**src/rtl/fp_pkg.sv**
```systemverilog
// rtl/fp_pkg.sv - shared FP types, status bits and constants for the multiplier/divider datapath
package fp_pkg;
  localparam int QBITS = 26;

  typedef enum logic [2:0] {
    RND_NEAR    = 3'b000,
    RND_ZERO    = 3'b001,
    RND_PINF    = 3'b010,
    RND_NINF    = 3'b011,
    RND_NEAR_UP = 3'b100,
    RND_AWAY    = 3'b101
  } rnd_t;

  localparam int ST_ZERO    = 0;
  localparam int ST_INF     = 1;
  localparam int ST_NAN     = 2;
  localparam int ST_TINY    = 3;
  localparam int ST_HUGE    = 4;
  localparam int ST_INEXACT = 5;

  localparam logic [31:0] NAN_CANON = 32'h7FC0_0000;
  localparam logic [31:0] INF       = 32'h7F80_0000;
  localparam logic [31:0] MAX_NORM  = 32'h7F7F_FFFF;
  localparam logic [31:0] MIN_NORM  = 32'h0080_0000;

  typedef enum logic [1:0] {
    CLS_NORM,
    CLS_ZERO,
    CLS_INF,
    CLS_NAN
  } fp_class_t;

  // Result class of a/b from the operand magnitudes; denormals count as zero.
  function automatic fp_class_t div_class(input logic [30:0] a, input logic [30:0] b);
    logic a_zero, b_zero, a_inf, b_inf, a_nan, b_nan;
    a_zero = (a[30:23] == 8'h00);
    b_zero = (b[30:23] == 8'h00);
    a_inf  = (&a[30:23]) && (a[22:0] == 23'd0);
    b_inf  = (&b[30:23]) && (b[22:0] == 23'd0);
    a_nan  = (&a[30:23]) && (|a[22:0]);
    b_nan  = (&b[30:23]) && (|b[22:0]);
    if (a_nan || b_nan || (a_zero && b_zero) || (a_inf && b_inf)) return CLS_NAN;
    else if (a_inf || b_zero)                                     return CLS_INF;
    else if (a_zero || b_inf)                                     return CLS_ZERO;
    else                                                          return CLS_NORM;
  endfunction
endpackage

```
**src/rtl/fp_div_seq_if.sv**
```systemverilog
// rtl/fp_div_seq_if.sv - operand/result handshake bundle of the sequential divider
interface fp_div_seq_if;
  logic        in_valid;
  logic        in_ready;
  logic [2:0]  rnd;
  logic [31:0] a;
  logic [31:0] b;
  logic        out_valid;
  logic [31:0] z;
  logic [7:0]  status;

  modport master (output in_valid, rnd, a, b, input in_ready, out_valid, z, status);
  modport slave  (input in_valid, rnd, a, b, output in_ready, out_valid, z, status);
endinterface

```
**src/rtl/fp_div_round.sv**
```systemverilog
// rtl/fp_div_round.sv - combinational rounding and exception unit for the divider
module fp_div_round
  import fp_pkg::*;
(
  input  logic              sign_i,
  input  logic signed [9:0] e_i,
  input  logic [23:0]       sig_i,
  input  logic              guard_i,
  input  logic              sticky_i,
  input  rnd_t              rnd_i,
  input  fp_class_t         cls_i,
  output logic [31:0]       z_o,
  output logic [7:0]        status_o
);
  logic              inexact, inc, dir_away;
  logic [24:0]       sum;
  logic [22:0]       frac_r;
  logic signed [9:0] e_r;

  always_comb begin
    inexact = guard_i | sticky_i;
    case (rnd_i)
      RND_ZERO:    inc = 1'b0;
      RND_PINF:    inc = inexact & ~sign_i;
      RND_NINF:    inc = inexact & sign_i;
      RND_NEAR_UP: inc = guard_i;
      RND_AWAY:    inc = inexact;
      default:     inc = guard_i & (sticky_i | sig_i[0]);
    endcase
    // Directed rounding toward the result's sign moves away from zero.
    dir_away = ((rnd_i == RND_PINF) && !sign_i) || ((rnd_i == RND_NINF) && sign_i);

    sum    = {1'b0, sig_i} + {24'd0, inc};
    frac_r = sum[24] ? sum[23:1] : sum[22:0];
    e_r    = sum[24] ? e_i + 10'sd1 : e_i;

    z_o      = 32'd0;
    status_o = 8'd0;
    case (cls_i)
      CLS_NAN: begin
        z_o              = NAN_CANON;
        status_o[ST_NAN] = 1'b1;
      end
      CLS_INF: begin
        z_o              = {sign_i, INF[30:0]};
        status_o[ST_INF] = 1'b1;
      end
      CLS_ZERO: begin
        z_o               = {sign_i, 31'd0};
        status_o[ST_ZERO] = 1'b1;
      end
      default: begin
        if (e_r >= 10'sd255) begin
          status_o[ST_HUGE]    = 1'b1;
          status_o[ST_INEXACT] = 1'b1;
          if (rnd_i == RND_NEAR || rnd_i == RND_NEAR_UP || rnd_i == RND_AWAY || dir_away) begin
            z_o              = {sign_i, INF[30:0]};
            status_o[ST_INF] = 1'b1;
          end else begin
            z_o = {sign_i, MAX_NORM[30:0]};
          end
        end else if (e_r <= 10'sd0) begin
          status_o[ST_TINY]    = 1'b1;
          status_o[ST_INEXACT] = 1'b1;
          if (rnd_i == RND_AWAY || dir_away) begin
            z_o = {sign_i, MIN_NORM[30:0]};
          end else begin
            z_o               = {sign_i, 31'd0};
            status_o[ST_ZERO] = 1'b1;
          end
        end else begin
          z_o                  = {sign_i, e_r[7:0], frac_r};
          status_o[ST_INEXACT] = inexact;
        end
      end
    endcase
  end
endmodule

```
**src/rtl/fp_div_seq.sv**
```systemverilog
// rtl/fp_div_seq.sv - sequential radix-2 restoring IEEE-754 single divider
// Optional FP_DIV_EARLY_EXIT_EN: special-class operands bypass the DIVIDE iterations.
module fp_div_seq
  import fp_pkg::*;
(
  input  logic       clk_i,
  input  logic       rst_ni,
  fp_div_seq_if.slave bus
);
  typedef enum logic [1:0] {S_IDLE, S_DIVIDE, S_ROUND, S_DONE} state_t;
  localparam logic [4:0] LAST_STEP = 5'(QBITS - 1);

  state_t            state_q, state_d;
  logic              sign_q;
  logic signed [9:0] e_q;
  rnd_t              rnd_q;
  fp_class_t         cls_q;
  logic [23:0]       mb_q;
  logic [24:0]       r_q;
  logic [QBITS-1:0]  q_q;
  logic [4:0]        cnt_q;
  logic [31:0]       res_z_q, z_q;
  logic [7:0]        res_st_q, status_q;
  logic              out_valid_q;

  logic              accept, ge, q_hi;
  fp_class_t         cls_in;
  logic signed [9:0] e_in, e_rnd;
  logic [23:0]       r_sub;
  logic [31:0]       rnd_z;
  logic [7:0]        rnd_st;

  assign accept = (state_q == S_IDLE) && bus.in_valid;
  assign cls_in = div_class(bus.a[30:0], bus.b[30:0]);
  assign e_in   = $signed({2'b00, bus.a[30:23]}) - $signed({2'b00, bus.b[30:23]}) + 10'sd127;

  // Remainder is always below 2*mb, so the low 24 bits of the difference suffice.
  assign ge    = (r_q >= {1'b0, mb_q});
  assign r_sub = r_q[23:0] - mb_q;

  // Leading quotient bit clear means ma < mb: quotient in [0.5,1), exponent one lower.
  assign q_hi  = q_q[QBITS-1];
  assign e_rnd = q_hi ? e_q : e_q - 10'sd1;

  fp_div_round u_round (
    .sign_i   (sign_q),
    .e_i      (e_rnd),
    .sig_i    (q_hi ? q_q[25:2] : q_q[24:1]),
    .guard_i  (q_hi ? q_q[1] : q_q[0]),
    .sticky_i ((q_hi & q_q[0]) | (|r_q)),
    .rnd_i    (rnd_q),
    .cls_i    (cls_q),
    .z_o      (rnd_z),
    .status_o (rnd_st)
  );

  always_ff @(posedge clk_i or negedge rst_ni) begin
    if (!rst_ni) state_q <= S_IDLE;
    else         state_q <= state_d;
  end

  always_comb begin
    state_d = state_q;
    case (state_q)
      S_IDLE: begin
        if (bus.in_valid) begin
`ifdef FP_DIV_EARLY_EXIT_EN
          state_d = (cls_in == CLS_NORM) ? S_DIVIDE : S_ROUND;
`else
          state_d = S_DIVIDE;
`endif
        end
      end
      S_DIVIDE: if (cnt_q == LAST_STEP) state_d = S_ROUND;
      S_ROUND:  state_d = S_DONE;
      S_DONE:   state_d = S_IDLE;
      default:  state_d = S_IDLE;
    endcase
  end

  always_ff @(posedge clk_i or negedge rst_ni) begin
    if (!rst_ni) begin
      sign_q      <= 1'b0;
      e_q         <= '0;
      rnd_q       <= RND_NEAR;
      cls_q       <= CLS_NORM;
      mb_q        <= '0;
      r_q         <= '0;
      q_q         <= '0;
      cnt_q       <= '0;
      res_z_q     <= '0;
      res_st_q    <= '0;
      z_q         <= '0;
      status_q    <= '0;
      out_valid_q <= 1'b0;
    end else begin
      if (accept) begin
        sign_q <= bus.a[31] ^ bus.b[31];
        e_q    <= e_in;
        rnd_q  <= rnd_t'(bus.rnd);
        cls_q  <= cls_in;
        mb_q   <= {1'b1, bus.b[22:0]};
        r_q    <= {2'b01, bus.a[22:0]};
        q_q    <= '0;
        cnt_q  <= '0;
      end else if (state_q == S_DIVIDE) begin
        r_q   <= ge ? {r_sub, 1'b0} : {r_q[23:0], 1'b0};
        q_q   <= {q_q[QBITS-2:0], ge};
        cnt_q <= cnt_q + 5'd1;
      end
      if (state_q == S_ROUND) begin
        res_z_q  <= rnd_z;
        res_st_q <= rnd_st;
      end
      out_valid_q <= (state_q == S_DONE);
      if (state_q == S_DONE) begin
        z_q      <= res_z_q;
        status_q <= res_st_q;
      end
    end
  end

  assign bus.in_ready  = (state_q == S_IDLE);
  assign bus.out_valid = out_valid_q;
  assign bus.z         = z_q;
  assign bus.status    = status_q;
endmodule

```
**src/flat_wrapper.sv**
```systemverilog
// flat-port wrapper written by rule: the top's interface ports become plain ports
module fp_div_seq_flat import fp_pkg::*;
  (clk_i, rst_ni, bus_in_valid, bus_rnd, bus_a, bus_b, bus_in_ready, bus_out_valid, bus_z, bus_status);
  fp_div_seq_if bus_i ();
  input  logic clk_i;
  input  logic rst_ni;
  input wire logic [$bits(bus_i.in_valid)-1:0] bus_in_valid;
  input wire logic [$bits(bus_i.rnd)-1:0] bus_rnd;
  input wire logic [$bits(bus_i.a)-1:0] bus_a;
  input wire logic [$bits(bus_i.b)-1:0] bus_b;
  output wire logic [$bits(bus_i.in_ready)-1:0] bus_in_ready;
  output wire logic [$bits(bus_i.out_valid)-1:0] bus_out_valid;
  output wire logic [$bits(bus_i.z)-1:0] bus_z;
  output wire logic [$bits(bus_i.status)-1:0] bus_status;
  assign bus_i.in_valid = bus_in_valid;
  assign bus_i.rnd = bus_rnd;
  assign bus_i.a = bus_a;
  assign bus_i.b = bus_b;
  assign bus_in_ready = bus_i.in_ready;
  assign bus_out_valid = bus_i.out_valid;
  assign bus_z = bus_i.z;
  assign bus_status = bus_i.status;
  fp_div_seq u_core (.clk_i(clk_i), .rst_ni(rst_ni), .bus(bus_i));
endmodule
```
**config.mk**
```make
export PLATFORM = sky130hd
export DESIGN_NAME = fp_div_seq_flat
export DESIGN_NICKNAME = d
export VERILOG_FILES = /design/src/rtl/fp_pkg.sv /design/src/rtl/fp_div_seq_if.sv /design/src/rtl/fp_div_round.sv /design/src/rtl/fp_div_seq.sv /design/src/flat_wrapper.sv
export SDC_FILE = /design/constraint.sdc
export NUM_CORES = 1
export LEC_CHECK = 0
export BUFFER_PORTS_ARGS = -buffer_cell sky130_fd_sc_hd__buf_2
export CORE_ASPECT_RATIO = 1.4
export CORE_MARGIN = 2
export CORE_UTILIZATION = 56
export CTS_BUF_LIST = sky130_fd_sc_hd__clkbuf_8
export DETAILED_ROUTE_END_ITERATION = 8
export PLACE_DENSITY = 0.8
export SLEW_MARGIN = 40
export SYNTH_ARGS = -nofsm -noshare
export SYNTH_HDL_FRONTEND = slang
export SYNTH_HIERARCHICAL = 1
export SYNTH_SLANG_ARGS = --single-unit
```
**constraint.sdc**
```tcl
create_clock -name clk_i -period 3.61 [get_ports clk_i]
set_clock_uncertainty 0.1 [all_clocks]
set_input_delay 0.1805 -clock clk_i [delete_from_list [all_inputs] [get_ports clk_i]]
set_output_delay 0.1805 -clock clk_i [all_outputs]
set_load 0.01 [all_outputs]
```
# Yosys cells after proc, flatten, opt, wreduce, memory -nomap -nowiden

Index checks and enable logic that the tools add are counted.

Memories: 0
Input bits: 70
Bits in registers: 175
Bits in read-only memories: 0
Word-level logic and storage cells: 121
Latch bits: 0
Memory bits (writable): 0
Output and inout bits: 42

Shift operators: 0
$lt $le $gt $ge: 3
Eq/ne operators: 14
Bitwise gates (word level): 9
Add/sub/neg operators: 7
Div/mod/pow operators: 0
Reductions and logical operators: 36
Mux-type cells: 38
Multiply operators: 0

Operator list:

| cell                                                                    | count |
|---|---|
| 32-bit one-hot mux with 3 select lines                                  | 1 |
| 25-bit 2-to-1 mux                                                       | 3 |
| 24-bit 2-to-1 mux                                                       | 3 |
| 31-bit 2-to-1 mux                                                       | 2 |
| 26-bit 2-to-1 mux                                                       | 2 |
| 23-bit logical NOT                                                      | 2 |
| 23-bit OR reduction                                                     | 2 |
| 24-bit by 1-bit adder with 25-bit output                                | 1 |
| 25-bit by 24-bit >= comparator with 1-bit output                        | 1 |
| 25-bit OR reduction                                                     | 1 |
| 24-bit subtractor                                                       | 1 |
| 23-bit 2-to-1 mux                                                       | 1 |
| 10-bit 2-to-1 mux                                                       | 2 |
| 8-bit logical NOT                                                       | 2 |
| 8-bit AND reduction                                                     | 2 |
| 1-bit 2-to-1 mux                                                        | 13 |
| 10-bit by 2-bit adder with 10-bit output (second input constant)        | 1 |
| 10-bit by 8-bit adder with 10-bit output (second input constant)        | 1 |
| 10-bit by 9-bit >= comparator with 1-bit output (second input constant) | 1 |
| 10-bit by 1-bit <= comparator with 1-bit output (second input constant) | 1 |
| 1-bit logical OR                                                        | 10 |
| 5-bit 2-to-1 mux                                                        | 2 |
| 10-bit by 2-bit subtractor with 10-bit output (second input constant)   | 1 |
| 1-bit logical AND                                                       | 9 |
| 26 further kinds                                                        | 42 |

# Logic depth before layout (Yosys ltp)

Gate-level depths: netlist of the first run.

Word-level depth: 11
Gate-level depth with buffers: 17
Depth with buffers taken out: 15

# Modules after synthesis

Netlist of the first run, hierarchy kept.

By module, submodules not included:

| module       | instances | sequential area each (um^2) | cells each | area each (um^2) |
|---|---|---|---|---|
| fp_div_seq   | 1         | 4479.3                      | 941        | 9859.5 |
| fp_div_round | 1         | 0.0                         | 244        | 1694.1 |

# Worst setup path before layout of the first run

OpenSTA, ideal clock, no wires.

Path kind: reg2reg
From: register u_core.r_q[17]
To: register u_core.res_st_q[5]
Arrival: 3.509 ns
Library setup time: 0.125 ns
Data required time: 3.385 ns
Path slack: -0.124 ns
Path buffers: 1
Cell stages (with the launch flop): 16
Clock period less this slack: 3.734 ns
Cell sequence: dfrtp_1 -> or4_1 -> a2111oi_0 -> nand4_1 -> inv_1 -> a22oi_1 -> ha_1 -> ha_1 -> and3_1 -> nand4_1 -> nor3_1 -> a21oi_1 -> o211ai_2 -> buf_4 -> o31a_1 -> mux2_2

Word-level cells in the longest chain between the ends: 11
Elaborated cells on any way between the ends: 15
Those cells by class: 1 x add/sub; 2 x order compare; 5 x mux; 6 x bitwise; 1 x reduce/logical

Ends and longest elaborated chain:

| what                                            | RTL line                                                   | text |
|---|---|---|
| start, declared                                 | fp_div_seq.sv:19                                           | `logic [24:0] r_q;` |
| start signal, assigned                          | fp_div_seq.sv:103                                          | `r_q <= {2'b01, bus.a[22:0]};` |
| start signal, assigned                          | fp_div_seq.sv:107                                          | `r_q <= ge ? {r_sub, 1'b0} : {r_q[23:0], 1'b0};` |
| 25-bit OR reduction (*)                         | fp_div_seq.sv:50                                           | `.sticky_i ((q_hi & q_q[0]) \| (\|r_q)),` |
| 1-bit OR (*)                                    | fp_div_seq.sv:50                                           |  |
| 1-bit OR (on tied branches)                     | fp_div_round.sv:28, fp_div_round.sv:21                     |  |
| 1-bit bitwise AND (on tied branches)            | fp_div_round.sv:28, fp_div_round.sv:24, fp_div_round.sv:25 |  |
| 1-bit one-hot mux with 5 select lines           | fp_div_round.sv:22                                         | `case (rnd_i)` |
| 24-bit by 1-bit adder with 25-bit output        | fp_div_round.sv:33                                         | `sum = {1'b0, sig_i} + {24'd0, inc};` |
| 10-bit 2-to-1 mux                               | fp_div_round.sv:35                                         | `e_r = sum[24] ? e_i + 10'sd1 : e_i;` |
| 10-bit by 1-bit <= comparator with 1-bit output | fp_div_round.sv:62                                         | `end else if (e_r <= 10'sd0) begin` |
| 1-bit 2-to-1 mux                                | fp_div_round.sv:62                                         |  |
| 1-bit 2-to-1 mux (*)                            | fp_div_round.sv:53                                         | `if (e_r >= 10'sd255) begin` |
| 3-bit 2-to-1 mux (*)                            | fp_div_round.sv:39                                         | `case (cls_i)` |
| named net u_core.rnd_st[5]                      | fp_div_seq.sv:31                                           | `logic [7:0] rnd_st;` |
| end signal, assigned                            | fp_div_seq.sv:113                                          | `res_st_q <= rnd_st;` |
| end, declared                                   | fp_div_seq.sv:23                                           | `logic [7:0] res_st_q, status_q;` |

The timed path passes the listed nets; every way through them passes the cells marked *.
A chain may end at the register's enable or synchronous reset.

# Worst setup path in the final report of the first run

From: register u_core.q_q[25]
To: register u_core.res_z_q[23]

Word-level cells in the longest chain between the ends: 11
Elaborated cells on any way between the ends: 19
Those cells by class: 2 x add/sub; 2 x order compare; 8 x mux; 7 x bitwise

Ends and longest elaborated chain:

| what                                            | RTL line                                                   | text |
|---|---|---|
| start, declared                                 | fp_div_seq.sv:20                                           | `logic [QBITS-1:0] q_q;` |
| start signal, assigned                          | fp_div_seq.sv:108                                          | `q_q <= {q_q[QBITS-2:0], ge};` |
| 1-bit bitwise AND                               | fp_div_seq.sv:50                                           |  |
| 1-bit OR                                        | fp_div_seq.sv:50                                           |  |
| 1-bit OR (on tied branches)                     | fp_div_round.sv:28, fp_div_round.sv:21                     |  |
| 1-bit bitwise AND (on tied branches)            | fp_div_round.sv:28, fp_div_round.sv:24, fp_div_round.sv:25 |  |
| 1-bit one-hot mux with 5 select lines           | fp_div_round.sv:22                                         |  |
| 24-bit by 1-bit adder with 25-bit output        | fp_div_round.sv:33                                         |  |
| 10-bit 2-to-1 mux (*)                           | fp_div_round.sv:35                                         |  |
| 10-bit by 1-bit <= comparator with 1-bit output | fp_div_round.sv:62                                         |  |
| 31-bit 2-to-1 mux                               | fp_div_round.sv:62                                         |  |
| 31-bit 2-to-1 mux (*)                           | fp_div_round.sv:53                                         |  |
| 32-bit one-hot mux with 3 select lines (*)      | fp_div_round.sv:39                                         |  |
| named net u_core.rnd_z[23]                      | fp_div_seq.sv:30                                           | `logic [31:0] rnd_z;` |
| end signal, assigned                            | fp_div_seq.sv:112                                          | `res_z_q <= rnd_z;` |
| end, declared                                   | fp_div_seq.sv:22                                           | `logic [31:0] res_z_q, z_q;` |

Marked as above.

==> results of run 1 <==
## worst max path at each step
stage,endpoint,start,depth (start not counted)
6_report,u_core/res_z_q[23]$_DFFE_PN0P_,u_core/q_q[25]$_DFFE_PN0P_,12
5_1_grt,u_core/res_z_q[3]$_DFFE_PN0P_,u_core/r_q[3]$_DFFE_PN0P_,17
4_1_cts,u_core/res_z_q[23]$_DFFE_PN0P_,u_core/r_q[17]$_DFFE_PN0P_,15
3_5_place_dp,u_core/res_z_q[28]$_DFFE_PN0P_,u_core/r_q[17]$_DFFE_PN0P_,16
3_3_place_gp,u_core/res_st_q[3]$_DFFE_PN0P_,u_core/r_q[17]$_DFFE_PN0P_,16
2_1_floorplan,u_core/res_st_q[5]$_DFFE_PN0P_,u_core/r_q[17]$_DFFE_PN0P_,15
## registers in the layout, indices dropped and copies added, names as in the netlist, 5 cells and up
register / cells
u_core/bus.status: 8
u_core/bus.z: 32
u_core/cnt_q: 5
u_core/e_q: 10
u_core/mb_q: 24
u_core/q_q: 26
u_core/r_q: 25
u_core/res_st_q: 8
u_core/res_z_q: 32
## power by group
| part | switching (mW) | internal (mW) | total [mW] | leakage, nW |
|---|---|---|---|---|
| Combinational | 4.54 | 3.63 | 8.17 | 3.95 |
| Clock | 0.762 | 0.763 | 1.52 | 0.223 |
| Sequential | 0.579 | 2.80 | 3.38 | 2.30 |
| Total | 5.88 | 7.20 | 13.1 | 6.47 |
## cell type report
cell class	instances	share of cell area, %
clock buffers	17	1.65
flip-flops and latches	179	31.6
multi-input cells	882	48.7
repair buffers	251	12.9
inverters	56	1.48
clock inverters	15	1.43
well taps	256	2.26
## cell usage in the layout, fill, tap and decap left out, types with 8 or more instances in the layout
cell type      synthesis  final
a21oi_1               48     45
nand3_1               28     27
ha_1                  44     39
buf_4                  5     77
nor3b_1               19     19
dfrtp_1              179    178
mux2_2               107    100
buf_2                  3    110
o21a_1                10     10
nand2_1               94     92
inv_1                 56     57
nand4_1               25     25
xnor2_1               37     37
nor4_1                24     20
nor3_1                24     20
clkbuf_8               4     18
o22ai_1                8      8
a221oi_2              16     19
o21ai_0               69     67
a21o_1                10     10
or3_1                 10      9
and2_1                 8      8
mux2i_1               44     44
buf_6                  3      8
xor2_1                35     35
dlygate4sd3_1          0     51
nor2_1                80     77
## routing by layer
layer | part of all wire (%) | GRT usage (%)
met3 | 4.8 | 4.49
met1 | 38 | 31.4
met4 | 5.6 | 16.9
met2 | 52 | 49.0
met5 | 0 | 0
## logic make-up (layout without fill, tap and decap cells)
kind of cell | count (synthesis) | count (layout) | synth area share, %
flip-flops | 179 | 179 | 38.8
AND/OR/NAND/NOR | 361 | 361 | 16.2
buffers and inverters | 125 | 339 | 4.93
adder cells (fa/ha/maj) | 46 | 46 | 5.02
multiplexers | 151 | 151 | 14.2
AO/OA/AOI/OAI | 250 | 250 | 15.3
XOR/XNOR | 72 | 72 | 5.46
other | 1 | 2 | 0.0325
## critical path: cells and delay by family (launching register included)
| kind | cells | cell delay (ns) |
|---|---|---|
| simple gates | 3 | 0.95 |
| flops | 1 | 0.46 |
| buf+inv | 4 | 0.74 |
| compound gates | 3 | 0.69 |
| mux | 2 | 0.56 |
## metrics by stage
stage	hold slack, ns	area (µm²)	instances
floorplan	-0.215	11600	1186
global placement	0.206	12800	1567
detailed placement	0.219	12800	1567
CTS	0.0413	13900	1651
global route	0.0253	14200	1656
finish	0.0422	14200	1656
## synth_stat cells, types with 6 or more instances
cell,count,share of area [%]
dfrtp_1,179,39
nor2_1,80,2.6
or4_1,9,0.58
and2_1,8,0.43
buf_1,13,0.42
nor4_1,24,1.3
o21a_1,10,0.65
nor3_1,24,1.0
mux2i_1,44,3.8
a221oi_2,16,2.1
nor3b_1,19,1.2
o21ai_0,69,3.0
nand4_1,25,1.4
o31ai_1,8,0.52
and3_1,7,0.38
xor2_1,35,2.7
a221oi_1,6,0.45
or3_1,10,0.54
a21o_1,10,0.65
clkbuf_1,38,1.2
xnor2_1,37,2.8
a211oi_1,11,0.71
a21oi_1,48,2.1
nand2_1,94,3.1
inv_1,56,1.8
mux2_2,107,10
o22ai_1,8,0.43
a31oi_1,8,0.43
ha_1,44,4.8
nand3_1,28,1.2
## what timing repair did
| item | in CTS | in global routing |
|---|---|---|
| setup endpoints to repair | 35 | 36 |
| endpoints found under the hold margin | 136 | 0 |
| hold buffers | 51 | 0 |
| pin swaps | 8 | 17 |
| gates resized for setup | 22 | 54 |
| buffers inserted | 1 | 4 |
==> results.cfg, run 1 <==
[status]
status = complete, but fails checks
failed_checks = negative setup slack

[routing]
firstDrtPassIters = 6
dr_total_vias = 10156
wl_per_cell_um = 18.5
drcViolationCount = 0
drt_iter0_markers = 882
wirelength_um = 30700
final_antenna_net_count = 0
via_per_inst = 6.13

[clocking]
htreeDepth = 4
numClockSinks = 179
numCtsBuffers = 17
ctsRootBufferMaster = clkbuf_8
insertion_delay_ns = 0.46
clkTransAtPathRegs_ns = 0.09
cts_tree = built
clockBufferDepth = 2

[global_routing]
first_global_vias = 10126
gr-total-overflow = 0
track_usage_pct = 27.8
grt_max_degree = 90
grt_first_pass_wirelength_um = 49400
antenna_found_initial = 0

[synth]
syn_area_um2 = 11600
synth-seq-cells = 179
synth.avg_cell_area_um2 = 9.75
synth_edf_count = 0
synthDistinctLibCells = 86
synthFlopType = dfrtp_1
ys_seq_area_share_pct = 38.8
ys.warnings.count = 6
synth_cells = 1185
async_flop_share_pct = 100

[setup_path]
worstSetupEndpointType = flop
cp_slowest_stage_delay_ns = 0.63
rr_endpoint = u_core/res_z_q[23]$_DFFE_PN0P_
critPathMaxFanout = 24
critPathArrivalTime_ns = 3.89
r2r-start = u_core/q_q[25]$_DFFE_PN0P_
ff2ff_setup_slack_ns = -0.03
critPathLaunchType = flop
slowest_stage = or4_1
crit_chain = buf_6 -> mux2_2 -> nand4_2 -> or4_1 -> buf_4 -> o31ai_1 -> buf_4 -> nand4_4 -> buf_6 -> a41o_1 -> a31o_1 -> mux2_2
cp.required_ns = 3.85
worstSetupPathType = flop to flop
reg2regPathDepth = 12

[pwr]
ir_drop_mv = 0.690
totalPowerFinal_mw = 13.1
powerDensity_nw_per_um2 = 921
p_leak_nw = 6.47

[timing]
drv_slew = 0
worstMarginPinSlew_ns = 0.756
final-setup-viol-count = 11
slew_headroom_pct = 49.1
grt_setup_unrepaired = yes
min_period_over_period_pct = 101
hold_violations = 0
final.setup.worst_slack_ns = -0.0337
clock.fmax_mhz = 274
tns_ns = -0.236
period_needed_ns = 3.64

[place]
place_hpwl_um = 21300
numPortBuffers = 111
place_congestion = 0.980
preCtsSetupSlack_ns = -0.213

[floorplanning]
std_cell_rows = 62
dieArea_um2 = 21800
ios = 112
die_w_um = 125
core_um2 = 20400
start_util_pct = 56.6
fp.dieH_um = 174

[final_layout]
antenna_cells = 0
drive_gt1_share_pct = 30.6
utilization_pct = 69.5
fillers = 1465
nets = 1502
area.sequential_um2 = 4480
multi_input_area_um2 = 6910
area_delta_synth_final_pct = 22.8

[min_path]
hp-class = input pin to async pin

[flow_run]
cap_violations = 0
Power figures use the tool's default switching activity.
==> inputs of run 2 (changes only) <==
Settings changed: CORE_ASPECT_RATIO 1.4 to default.
==> run 2 against run 1 <==
  * The run still ends with negative setup slack left
  * Worst hold slack improved by 0.0039 ns
  * Clock power decreased by 3%
  * Sequential cell count unchanged
  * First-iteration DRC count increased by 0.45%
  * Routed wire length increased by 0.87%
  * Largest power group unchanged
  * Register-to-register slack got worse by 0.12 ns
  * Setup slack got worse by 0.12 ns
==> results.cfg, run 2 (same netlist as run 1, synthesis figures left out) <==
[status]
status = complete, but fails checks
failed_checks = negative setup slack

[setup_path]
critPathLaunchType = flop
worstSetupEndpointType = flop
worstSetupPathType = flop to flop
startpoint = u_core/r_q[15]$_DFFE_PN0P_
cp.required_ns = 3.94
reg2regPathDepth = 16
critPathMaxFanout = 12
r2r-start = u_core/r_q[15]$_DFFE_PN0P_
crit_end = u_core/res_z_q[20]$_DFFE_PN0P_
ff2ff_setup_slack_ns = -0.15
critPathArrivalTime_ns = 4.09
rr_endpoint = u_core/res_z_q[20]$_DFFE_PN0P_

[timing]
final-setup-viol-count = 30
final.setup.worst_slack_ns = -0.149
drv_slew = 0
grt_setup_unrepaired = yes
tns_ns = -1.79
hold_violations = 0
slew_headroom_pct = 44.4
min_period_over_period_pct = 104
clock.fmax_mhz = 266
worstMarginPinSlew_ns = 0.827
period_needed_ns = 3.76
hold_ws_ns = 0.0461

[pwr]
totalPowerFinal_mw = 13.2
intPower_mw = 7.10
ir_drop_mv = 0.564
p_switching_mw = 6.07
p_leak_nw = 6.52
seq_power_share_pct = 25.7
swShare_pct = 46.1
clockPowerShare_pct = 11.2
comb_power_share_pct = 63.1
powerDensity_nw_per_um2 = 923

[place]
numPortBuffers = 111
place_hpwl_um = 20800
dp.cells = 1586
preCtsSetupSlack_ns = -0.277
post_dp_cell_area_um2 = 12900
place_congestion = 0.984

[final_layout]
final_cells = 1684
multi_input_area_um2 = 6840
area.sequential_um2 = 4480
drive_gt1_share_pct = 30.8
utilization_pct = 70.6
fillers = 1411
finalInstanceArea_um2 = 14300
nets = 1516
final_common_cell = dfrtp_1
mostFrequentLayoutCells = dfrtp_1 (179), buf_2 (110), mux2_2 (98)
antenna_cells = 0
area_delta_synth_final_pct = 23.6

[floorplanning]
fp.dieH_um = 148
core_um2 = 20200
start_util_pct = 57.1
std_cell_rows = 52
die_w_um = 148
ios = 112
dieArea_um2 = 21800

[global_routing]
grt_first_pass_wirelength_um = 49900
track_usage_pct = 28.4
grt_max_degree = 82
gr-total-overflow = 0
first_global_vias = 10023
antenna_found_initial = 0

[routing]
wirelength_um = 31000
via_per_inst = 6.12
wl_per_cell_um = 18.4
final_antenna_net_count = 0
drcViolationCount = 0
drt_iter0_markers = 886
dr_total_vias = 10300
firstDrtPassIters = 5

[clocking]
cts_tree = built
clockBufferDepth = 2
htreeDepth = 4
clkTransAtPathRegs_ns = 0.12
numCtsBuffers = 17
numClockSinks = 179
insertion_delay_ns = 0.49
ctsRootBufferMaster = clkbuf_8

[min_path]
hp-class = input pin to flop

[flow_run]
cap_violations = 0
[run 2: cell types whose count changed in the layout (fill, tap and decap cells not counted), sizes merged]
cell,before,now
buf,199,210
bufinv,4,0
clkbuf,18,19
clkinv,4,6
clkinvlp,1,0
dlygate4sd3,51,52
inv,62,65
nand2,96,97
[run 2: what timing repair did]
action	CTS	global route
endpoints found under the setup margin	35	33
endpoints found under the hold margin	129	0
hold buffers	52	0
pin swaps	11	4
gates cloned	3	1
gates resized for setup	39	23
buffers inserted	6	4
[run 2: cell type report]
class | instances | area share [%]
clock buffers | 17 | 1.64
multi-input cells | 883 | 47.9
clock inverters | 15 | 1.39
well taps | 270 | 2.37
flip-flops and latches | 179 | 31.4
repair buffers | 264 | 13.9
inverters | 56 | 1.47
[run 2: per-layer routing]
metal,vias to the layer above,global-route usage (%),share of wire [%]
met2,472,46.8,48
met4,0,11.9,3.5
met1,4968,37.1,42
met3,99,5.03,7.0
met5,-,0,0
li1,4761,-,-
[run 2: worst min path at each step]
stage	start	end	slack (ns)	cells after the start
after floorplan	rst_ni	u_core/bus.out_valid$_DFF_PN0_	-0.22	0
after global placement	rst_ni	u_core/cnt_q[4]$_DFFE_PN0P_	0.18	1
after detailed placement	rst_ni	u_core/cnt_q[2]$_DFFE_PN0P_	0.20	1
after CTS	bus_a[19]	u_core/r_q[19]$_DFFE_PN0P_	0.01	3
after global routing	bus_a[30]	u_core/e_q[8]$_DFFE_PN0P_	0.04	3
final	bus_a[30]	u_core/e_q[8]$_DFFE_PN0P_	0.05	3
[run 2: worst max-delay path, cell delays in order (launching register included)]
cell and delay, ns:
dfrtp_1 0.39, or4_4 0.55, a2111oi_4 0.19, nand4_1 0.18
inv_1 0.10, a22oi_2 0.08, ha_2 0.21, ha_4 0.16
and3_4 0.19, nand4_1 0.17, buf_4 0.15, nor3_2 0.04
a21oi_2 0.25, o211ai_4 0.18, buf_12 0.20, a221oi_1 0.33
mux2_2 0.22
[run 2: power by group through the flow]
stage                     clock network [mW]  registers [mW]  logic [mW]
after floorplan                            0            3.29        5.62
final                                   1.47            3.39        8.31
after global placement                     0            3.33        7.34
after CTS                               1.50            3.37        7.96
after detailed placement                   0            3.39        7.52
after global routing                    1.58            3.47        8.99
